**config.mk**
```make
export PLATFORM = sky130hd
export DESIGN_NAME = image_crop
export DESIGN_NICKNAME = d
export VERILOG_FILES = /design/src/rtl/image_crop.sv
export SDC_FILE = /design/constraint.sdc
export NUM_CORES = 1
export LEC_CHECK = 0
export CORE_MARGIN = 8
export CORE_UTILIZATION = 40
export CTS_CLUSTER_SIZE = 25
export DETAILED_ROUTE_END_ITERATION = 12
export GPL_ROUTABILITY_DRIVEN = 0
export GPL_TIMING_DRIVEN = 0
export SLEW_MARGIN = 0
export SYNTH_ARGS = -nofsm -noshare
export SYNTH_HDL_FRONTEND = slang
export SYNTH_SLANG_ARGS = --single-unit
export TNS_END_PERCENT = 5
```
**constraint.sdc**
```tcl
create_clock -name clk -period 5.99 [get_ports clk]
set_input_delay 1.198 -clock clk [delete_from_list [all_inputs] [get_ports clk]]
set_output_delay 1.198 -clock clk [all_outputs]
set_load 0.01 [all_outputs]
```
**src/rtl/image_crop.sv**
```systemverilog
// image_crop: keeps a rectangular window of a tagged pixel stream, 1-clk latency
// Ports: clk/reset (sync, active-high); enable, row_offset, col_offset, win_rows,
// win_cols are shadowed at FRAME_START; dvi/dtypei/datai in, dvo/dtypeo/datao out;
// out_rows/out_cols report the geometry of the last completed frame.
`ifndef DTYPE_WIDTH
`define DTYPE_WIDTH 4
`define DTYPE_FRAME_START  4'h1
`define DTYPE_FRAME_END    4'h2
`define DTYPE_ROW_START    4'h3
`define DTYPE_ROW_END      4'h4
`define DTYPE_PIXEL        4'h5
`define DTYPE_HEADER_START 4'h6
`define DTYPE_HEADER       4'h7
`define DTYPE_HEADER_END   4'h8
`endif
module image_crop #(
  parameter int DATA_WIDTH = 16,
  parameter int DIM_WIDTH  = 16
) (
  input  logic                    clk,
  input  logic                    reset,
  input  logic                    enable,
  input  logic [DIM_WIDTH-1:0]    row_offset,
  input  logic [DIM_WIDTH-1:0]    col_offset,
  input  logic [DIM_WIDTH-1:0]    win_rows,
  input  logic [DIM_WIDTH-1:0]    win_cols,
  input  logic                    dvi,
  input  logic [`DTYPE_WIDTH-1:0] dtypei,
  input  logic [DATA_WIDTH-1:0]   datai,
  output logic                    dvo,
  output logic [`DTYPE_WIDTH-1:0] dtypeo,
  output logic [DATA_WIDTH-1:0]   datao,
  output logic [DIM_WIDTH-1:0]    out_rows,
  output logic [DIM_WIDTH-1:0]    out_cols
);
  localparam logic [`DTYPE_WIDTH-1:0] DT_FS = `DTYPE_FRAME_START;
  localparam logic [`DTYPE_WIDTH-1:0] DT_FE = `DTYPE_FRAME_END;
  localparam logic [`DTYPE_WIDTH-1:0] DT_RS = `DTYPE_ROW_START;
  localparam logic [`DTYPE_WIDTH-1:0] DT_RE = `DTYPE_ROW_END;
  localparam logic [`DTYPE_WIDTH-1:0] DT_PX = `DTYPE_PIXEL;
  localparam logic [`DTYPE_WIDTH-1:0] DT_HS = `DTYPE_HEADER_START;
  localparam logic [`DTYPE_WIDTH-1:0] DT_HD = `DTYPE_HEADER;
  localparam logic [`DTYPE_WIDTH-1:0] DT_HE = `DTYPE_HEADER_END;
  typedef enum logic {WAIT_FRAME, IN_FRAME} state_e;
  state_e st_q, st_d;
  logic en_q, en_d, in_row_q, in_row_d, dv_q, dv_d;
  logic [DIM_WIDTH-1:0] roff_q, roff_d, coff_q, coff_d, wrows_q, wrows_d, wcols_q, wcols_d;
  logic [DIM_WIDTH-1:0] row_cnt_q, row_cnt_d, col_cnt_q, col_cnt_d;
  logic [DIM_WIDTH-1:0] orow_q, orow_d, ocol_q, ocol_d, owidth_q, owidth_d;
  logic [DIM_WIDTH-1:0] out_rows_q, out_rows_d, out_cols_q, out_cols_d;
  logic [`DTYPE_WIDTH-1:0] dt_q, dt_d;
  logic [DATA_WIDTH-1:0] data_q, data_d;
  logic [DIM_WIDTH-1:0] rel_row, col, rel_col, ocol_base;
  logic row_win, pix_win, row_done, is_hdr;
  function automatic logic [DIM_WIDTH-1:0] sat_inc(input logic [DIM_WIDTH-1:0] v);
    return (v == '1) ? v : v + 1'b1;
  endfunction
  // With cropping disabled the window covers everything, so the raw counts
  // fall out of the same row/column bookkeeping.
  assign rel_row = row_cnt_q - roff_q;
  assign row_win = !en_q || (row_cnt_q >= roff_q && (wrows_q == '0 || rel_row < wrows_q));
  assign col = in_row_q ? col_cnt_q : '0;
  assign rel_col = col - coff_q;
  assign pix_win = row_win && (!en_q || (col >= coff_q && (wcols_q == '0 || rel_col < wcols_q)));
  // A pixel outside a row is an implicit row start; in the window it restarts the width count.
  assign ocol_base = (!in_row_q && row_win) ? '0 : ocol_q;
  assign row_done = in_row_q && row_win && ocol_q != '0;
  assign is_hdr = dtypei == DT_HS || dtypei == DT_HD || dtypei == DT_HE;
  always_comb begin
    st_d = st_q;
    en_d = en_q;
    roff_d = roff_q;
    coff_d = coff_q;
    wrows_d = wrows_q;
    wcols_d = wcols_q;
    in_row_d = in_row_q;
    row_cnt_d = row_cnt_q;
    col_cnt_d = col_cnt_q;
    orow_d = orow_q;
    ocol_d = ocol_q;
    owidth_d = owidth_q;
    out_rows_d = out_rows_q;
    out_cols_d = out_cols_q;
    dv_d = 1'b0;
    dt_d = '0;
    data_d = '0;
    if (dvi) begin
      if (dtypei == DT_FS) begin
        st_d = IN_FRAME;
        en_d = enable;
        roff_d = row_offset;
        coff_d = col_offset;
        wrows_d = win_rows;
        wcols_d = win_cols;
        in_row_d = 1'b0;
        row_cnt_d = '0;
        col_cnt_d = '0;
        orow_d = '0;
        ocol_d = '0;
        owidth_d = '0;
        dv_d = 1'b1;
        dt_d = dtypei;
        data_d = datai;
      end else if (st_q == WAIT_FRAME) begin
        dv_d = is_hdr;
        dt_d = is_hdr ? dtypei : '0;
        data_d = is_hdr ? datai : '0;
      end else begin
        case (dtypei)
          DT_PX: begin
            in_row_d = 1'b1;
            col_cnt_d = sat_inc(col);
            ocol_d = pix_win ? sat_inc(ocol_base) : ocol_base;
            dv_d = pix_win;
            dt_d = pix_win ? dtypei : '0;
            data_d = pix_win ? datai : '0;
          end
          DT_RS: begin
            in_row_d = 1'b1;
            col_cnt_d = '0;
            ocol_d = '0;
            dv_d = row_win;
            dt_d = row_win ? dtypei : '0;
            data_d = !row_win ? '0 : en_q ? DATA_WIDTH'(rel_row) : datai;
          end
          DT_RE: begin
            in_row_d = 1'b0;
            row_cnt_d = in_row_q ? sat_inc(row_cnt_q) : row_cnt_q;
            ocol_d = in_row_q ? '0 : ocol_q;
            orow_d = row_done ? sat_inc(orow_q) : orow_q;
            owidth_d = row_done ? ocol_q : owidth_q;
            dv_d = row_win;
            dt_d = row_win ? dtypei : '0;
            data_d = (row_win && !en_q) ? datai : '0;
          end
          DT_FE: begin
            st_d = WAIT_FRAME;
            in_row_d = 1'b0;
            row_cnt_d = in_row_q ? sat_inc(row_cnt_q) : row_cnt_q;
            out_rows_d = row_done ? sat_inc(orow_q) : orow_q;
            out_cols_d = row_done ? ocol_q : owidth_q;
            dv_d = 1'b1;
            dt_d = dtypei;
            data_d = datai;
          end
          default: begin
            dv_d = 1'b1;
            dt_d = dtypei;
            data_d = datai;
          end
        endcase
      end
    end
  end
  always_ff @(posedge clk) begin
    if (reset) begin
      st_q <= WAIT_FRAME;
      en_q <= 1'b0;
      roff_q <= '0;
      coff_q <= '0;
      wrows_q <= '0;
      wcols_q <= '0;
      in_row_q <= 1'b0;
      row_cnt_q <= '0;
      col_cnt_q <= '0;
      orow_q <= '0;
      ocol_q <= '0;
      owidth_q <= '0;
      out_rows_q <= '0;
      out_cols_q <= '0;
      dv_q <= 1'b0;
      dt_q <= '0;
      data_q <= '0;
    end else begin
      st_q <= st_d;
      en_q <= en_d;
      roff_q <= roff_d;
      coff_q <= coff_d;
      wrows_q <= wrows_d;
      wcols_q <= wcols_d;
      in_row_q <= in_row_d;
      row_cnt_q <= row_cnt_d;
      col_cnt_q <= col_cnt_d;
      orow_q <= orow_d;
      ocol_q <= ocol_d;
      owidth_q <= owidth_d;
      out_rows_q <= out_rows_d;
      out_cols_q <= out_cols_d;
      dv_q <= dv_d;
      dt_q <= dt_d;
      data_q <= data_d;
    end
  end
  assign dvo = dv_q;
  assign dtypeo = dt_q;
  assign datao = data_q;
  assign out_rows = out_rows_q;
  assign out_cols = out_cols_q;
endmodule

```
# Word level (Yosys, flattened, before mapping)
# Cells that the tools add are included.
# word_totals
regBits,200
elab_cells,128
in_bits,88
# classes
reduce_logical,36
order_cmp,4
n_bitwise,2
muxes,49
add_sub_neg,6
eq_ne,14
# op_table
operator,count
$mux 16,31
$pmux 16 s3,2
$add 16x1->16 const B,4
$eq 16x16->1 const B,4
$ge 16x16->1,2
$logic_not 16->1,2
$lt 16x16->1,2
$pmux 16 s2,1
$sub 16x16->16,2
$mux 4,5
$eq 4x3->1 const B,4
$reduce_bool 16->1,1
$reduce_and 3->1,3
$eq 4x2->1 const B,2
$pmux 4 s2,1
$reduce_and 4->1,2
$reduce_bool 2->1,4
$reduce_or 2->1,4
$logic_and 1x1->1,7
$mux 1,7
$logic_or 1x1->1,6
$reduce_bool 3->1,2
$reduce_and 5->1,1
$eq 4x1->1 const B,1
8 further kinds,11

# Logic depth before layout (Yosys ltp)
# depth
depth_word,13
ltp_mapped,27
ltp_nobuf,25

# Worst setup path after synthesis
# No wires, ideal clock.
# synth_timing
kind,flip-flop to flip-flop
start,reg roff_q[1]
end,reg ocol_q[1]
path_buffers,2
setup_time_ns,0.117
period_less_slack_ns,4.832
path_slack_ns,1.158
path_stages_with_launch,27
required_ns,5.873
arrival_time_ns,4.715
path_cell_list,dfxtp_1 -> inv_1 -> ha_1 -> nor2b_1 -> o21ai_0 -> a211o_1 -> a21o_1 -> o21ai_0 -> o21ai_0 -> nor2b_1 -> xnor2_1 -> ha_1 -> a21o_1 -> a211o_1 -> a21oi_1 -> nor2_1 -> a211o_1 -> buf_6 -> a21oi_2 -> buf_2 -> nor2b_1 -> ha_1 -> nand3_1 -> or2_2 -> o21a_1 -> o21ai_0 -> a32o_1
# synth_between
elab_chain_len,13
word_cells_on_any_way,16
classes_between,add/sub: 2; order compare: 2; eq/ne: 1; mux: 6; reduce/logical: 5
# synth_lines
item,line_no,rtl
start: declaration,47,"logic [DIM_WIDTH-1:0] roff_q, roff_d, coff_q, coff_d, wrows_q, wrows_d, wcols_q, wcols_d;"
start signal: assignment,177,roff_q <= roff_d;
$sub 16x16->16,60,assign rel_row = row_cnt_q - roff_q;
$lt 16x16->1,61,assign row_win = !en_q || (row_cnt_q >= roff_q && (wrows_q == '0 || rel_row < wrows_q));
$logic_or 1x1->1,61,
$logic_and 1x1->1 (*),61,
$logic_or 1x1->1 (*),61,
$logic_and 1x1->1,66,assign ocol_base = (!in_row_q && row_win) ? '0 : ocol_q;
$mux 16,66,
$add 16x1->16 / $eq 16x16->1 (equally long branches),56,return (v == '1) ? v : v + 1'b1;
$mux 16,56,
$mux 16 (*),113,ocol_d = pix_win ? sat_inc(ocol_base) : ocol_base;
$pmux 16 s3 (*),109,case (dtypei)
$mux 16 (*),104,end else if (st_q == WAIT_FRAME) begin
$mux 16 (*),88,if (dtypei == DT_FS) begin
end signal: assignment,185,ocol_q <= ocol_d;
end: declaration,49,"logic [DIM_WIDTH-1:0] orow_q, orow_d, ocol_q, ocol_d, owidth_q, owidth_d;"
# Mark *: on every way between the ends. The rest lies on a longest branch, timed or not. The select of a mux whose other input is x is not followed.
# A chain may end at the register's enable or synchronous reset.

# Final worst setup path
# layout_timing
start,reg row_cnt_q[0]
end,reg ocol_q[15]
# layout_between
elab_chain_len,13
word_cells_on_any_way,16
classes_between,add/sub: 2; order compare: 2; eq/ne: 1; mux: 6; reduce/logical: 5
# layout_lines
item,line_no,rtl
start: declaration,48,"logic [DIM_WIDTH-1:0] row_cnt_q, row_cnt_d, col_cnt_q, col_cnt_d;"
start signal: assignment,182,row_cnt_q <= row_cnt_d;
$sub 16x16->16,60,
$lt 16x16->1,61,
$logic_or 1x1->1,61,
$logic_and 1x1->1 (*),61,
$logic_or 1x1->1 (*),61,
$logic_and 1x1->1,66,
$mux 16,66,
$add 16x1->16 / $eq 16x16->1 (equally long branches),56,
$mux 16,56,
$mux 16 (*),113,
$pmux 16 s3 (*),109,
$mux 16 (*),104,
$mux 16 (*),88,
# Marked as above.

==> results.toml <==
[timing]
period_minus_slack_ns = 5.71
rsz0062_at_grt = "yes"
finalHoldViolCount = 0
max_slew_margin_pct = 49.8
setup_violations = 0
finalCritPeriodShare_pct = 95.4
maxSlewViolCount = 0
tightestPinTransition_ns = 0.753
skew_ns = 0.0185
fmax_ghz = 0.175

[critical_path]
ff2ff_setup_slack_ns = 0.28
crit_end = "ocol_q[15]"
critPathLaunch = "row_cnt_q[0]"
r2r-start = "row_cnt_q[0]"
critPathKind = "reg2reg"
r2r_end = "ocol_q[15]"
path_max_fanout = 10
endpoint_kind = "register"
start_kind = "register"
required_ns = 6.37
cp.arrival_ns = 6.09
ff2ff_path_depth = 27

[layout]
area_growth_pct = 22.6
fillers = 2768
fin_util_pct = 49.6
fin_area_mm2 = 0.0137
layout_common_cells = "210 x nand2_1, 199 x dfxtp_1, 138 x clkdlybuf4s50_1"
drive_above_1_share_pct = 4.37
final_nets = 1746
final_common_cell = "nand2_1"

[global_routing]
antenna_found_initial = 1
grt_pass1_vias = 9960
grt_pass1_wl_mm = 53.5
gr-total-overflow = 0
grt_max_degree = 21
grt.total_usage_pct = 19.7

[detailed_routing]
drt_iter0_drc = 784
drt_wl_total_mm = 34.0
wl_per_cell_um = 17.1
vias_per_cell = 5.41
drc_errors = 0
vias = 10700
dr.pass1.iters = 5
drtAntennaViolNets = 0

[placement]
place_hpwl_mm = 26.2
io_buffers = 138
place_area_mm2 = 0.0131

[power]
peakVddDrop_mv = 0.164
p_leak_uw = 0.00493
power_density_mw_per_mm2 = 193

[synthesis]
synth_seq_area_share_pct = 35.7
netlist_instances = 1428
synthArstFlopShare_pct = 0
synth_edf_count = 0
netlist_top_cells_area = "dfxtp_1 36%, ha_1 7.4%, nand2_1 7.0%"
synth_top_area_share_pct = 35.7
syn-num-nets = 1584
yosysTopAreaCell = "dfxtp_1"
synth.avg_cell_area_um2 = 7.85
ys_seq_elements = 200
synth_cell_type_count = 69
yosys_most_used_dff = "dfxtp_1"
synth_warnings = 0
synthesis.area_mm2 = 0.0112

[clocking]
clockBufferDepth = 2
insertion_delay_ns = 0.44
ctsHoldBuffers = 0
cts_buffers = 17
clk_pin_slew_ns = 0.08
cts_max_level = 4
clock-sinks = 200
cts_tree = "built"
clock-root-buffer = "clkbuf_16"

[die]
die_area_mm2 = 0.0336
ios = 141
die_w_um = 183
rows = 61
initial_core_util_pct = 40.4
core_area_mm2 = 0.0277
dieHeight_um = 183

[outcome]
status = "complete, no violations"

[hold_path]
holdCritPathClass = "reg2reg"
min_path_cells = 2

[flow_run]
max_cap_violations = 0
-- cells in the mapped netlist (4+ instances only) --
master	n
nand2_1	210
dfxtp_1	200
a21oi_1	128
nor2_1	120
inv_1	93
ha_1	66
clkbuf_1	65
o21ai_0	60
a211oi_1	36
nand3_1	36
a22o_1	30
and3_1	29
xor2_1	28
xnor2_1	27
nand4_1	25
mux2i_1	22
and2_1	19
nor3_1	17
nor4_1	17
nand2b_1	16
nor2b_1	13
or3_1	13
a31oi_1	11
a32oi_1	11
a21o_1	10
o21a_1	8
buf_2	7
o2111ai_1	6
o211ai_1	6
o21ai_1	6
buf_1	5
o311ai_0	5
a211o_1	4
a41o_1	4
and4_1	4
o21bai_1	4
o31ai_1	4
or2_2	4
-- metal layers --
metal	routed length, um	GRT usage [%]	vias to the layer above
met4	623	5.99	0
met5	0	0	-
met2	16400	33.6	257
li1	-	-	5378
met3	1370	2.63	29
met1	15600	25.5	5057
-- where the power goes --
group	internal [uW]	switching [uW]
registers	1330	2.80
logic	84.2	84.2
clock network	559	590
total	1980	677
-- stage by stage --
stage	TNS [ns]	hold slack (ns)	instances	power [uW]	worst slack, ns
after floorplan	0	0.417	1428	1440	1.16
after global placement	-0.986	0.438	1944	1530	-0.146
after detailed placement	-3.79	0.433	1944	1530	-0.277
after CTS	0	0.451	1975	2680	0.0515
after global routing	-0.103	0.472	1981	2750	-0.0572
final	0	0.449	1981	2650	0.278
-- flip-flops by register name, summed over array words and instances (netlist names), 4 cells and up --
signal,cells
datao,16
ocol_q,16
col_cnt_q,16
wrows_q,16
out_cols,16
orow_q,16
coff_q,16
owidth_q,16
dtypeo,4
wcols_q,16
roff_q,16
row_cnt_q,16
out_rows,16
-- timing repair --
action	in CTS	in global routing
gates resized for setup	3	17
setup buffers	0	5
pin swaps	0	5
endpoints found under the setup margin	25	32
-- worst min path at each step --
stage	from	end	slack, ns
2_1_floorplan	col_cnt_q[15]	col_cnt_q[15]	0.42
3_3_place_gp	col_cnt_q[15]	col_cnt_q[15]	0.44
6_report	col_cnt_q[15]	col_cnt_q[15]	0.45
3_5_place_dp	col_cnt_q[15]	col_cnt_q[15]	0.43
5_1_grt	roff_q[3]	roff_q[3]	0.47
4_1_cts	col_cnt_q[15]	col_cnt_q[15]	0.45
-- cell type report --
type | count | area (um^2) | share of cell area (%)
clock inverter | 14 | 159 | 1.16
tap | 378 | 473 | 3.44
clock buffer | 17 | 425 | 3.10
inverter | 93 | 349 | 2.54
buffer | 80 | 333 | 2.42
sequential | 200 | 4010 | 29.2
antenna | 1 | 2.50 | 0.0182
multi-input combinational | 1055 | 6570 | 47.8
timing repair buffer | 143 | 1420 | 10.3
-- worst max-delay path: stages, from the launching register on --
cell and delay [ns]:
dfxtp_1 0.37, inv_1 0.07, ha_1 0.21, fa_1 0.41, nand2b_1 0.20, a211oi_2 0.30
o21ai_0 0.13, a21oi_1 0.22, o41a_1 0.23, a21o_1 0.13, a21oi_1 0.09, xnor2_2 0.23
ha_1 0.29, o21ai_0 0.15, a21oi_1 0.08, buf_4 0.14, a21oi_1 0.13, nor2_1 0.07
a211o_1 0.28, buf_6 0.17, a21oi_2 0.34, buf_4 0.24, nor2b_2 0.06, ha_2 0.21
nand3_1 0.12, nand3_1 0.18, or4_1 0.47, o21ai_1 0.15
-- kinds of logic (layout without fill, tap and decap cells) --
kind of cell	Yosys count	in the layout	synth area share, %
compound gates	369	369	21.5
xor+xnor	55	55	4.30
fa+ha+maj	68	68	7.73
buf+inv	173	347	6.02
flops	200	200	35.7
mux	22	22	1.97
other cells	0	1	0
simple gates	541	541	22.7
Note: power is estimated with default switching activity, not from simulation.
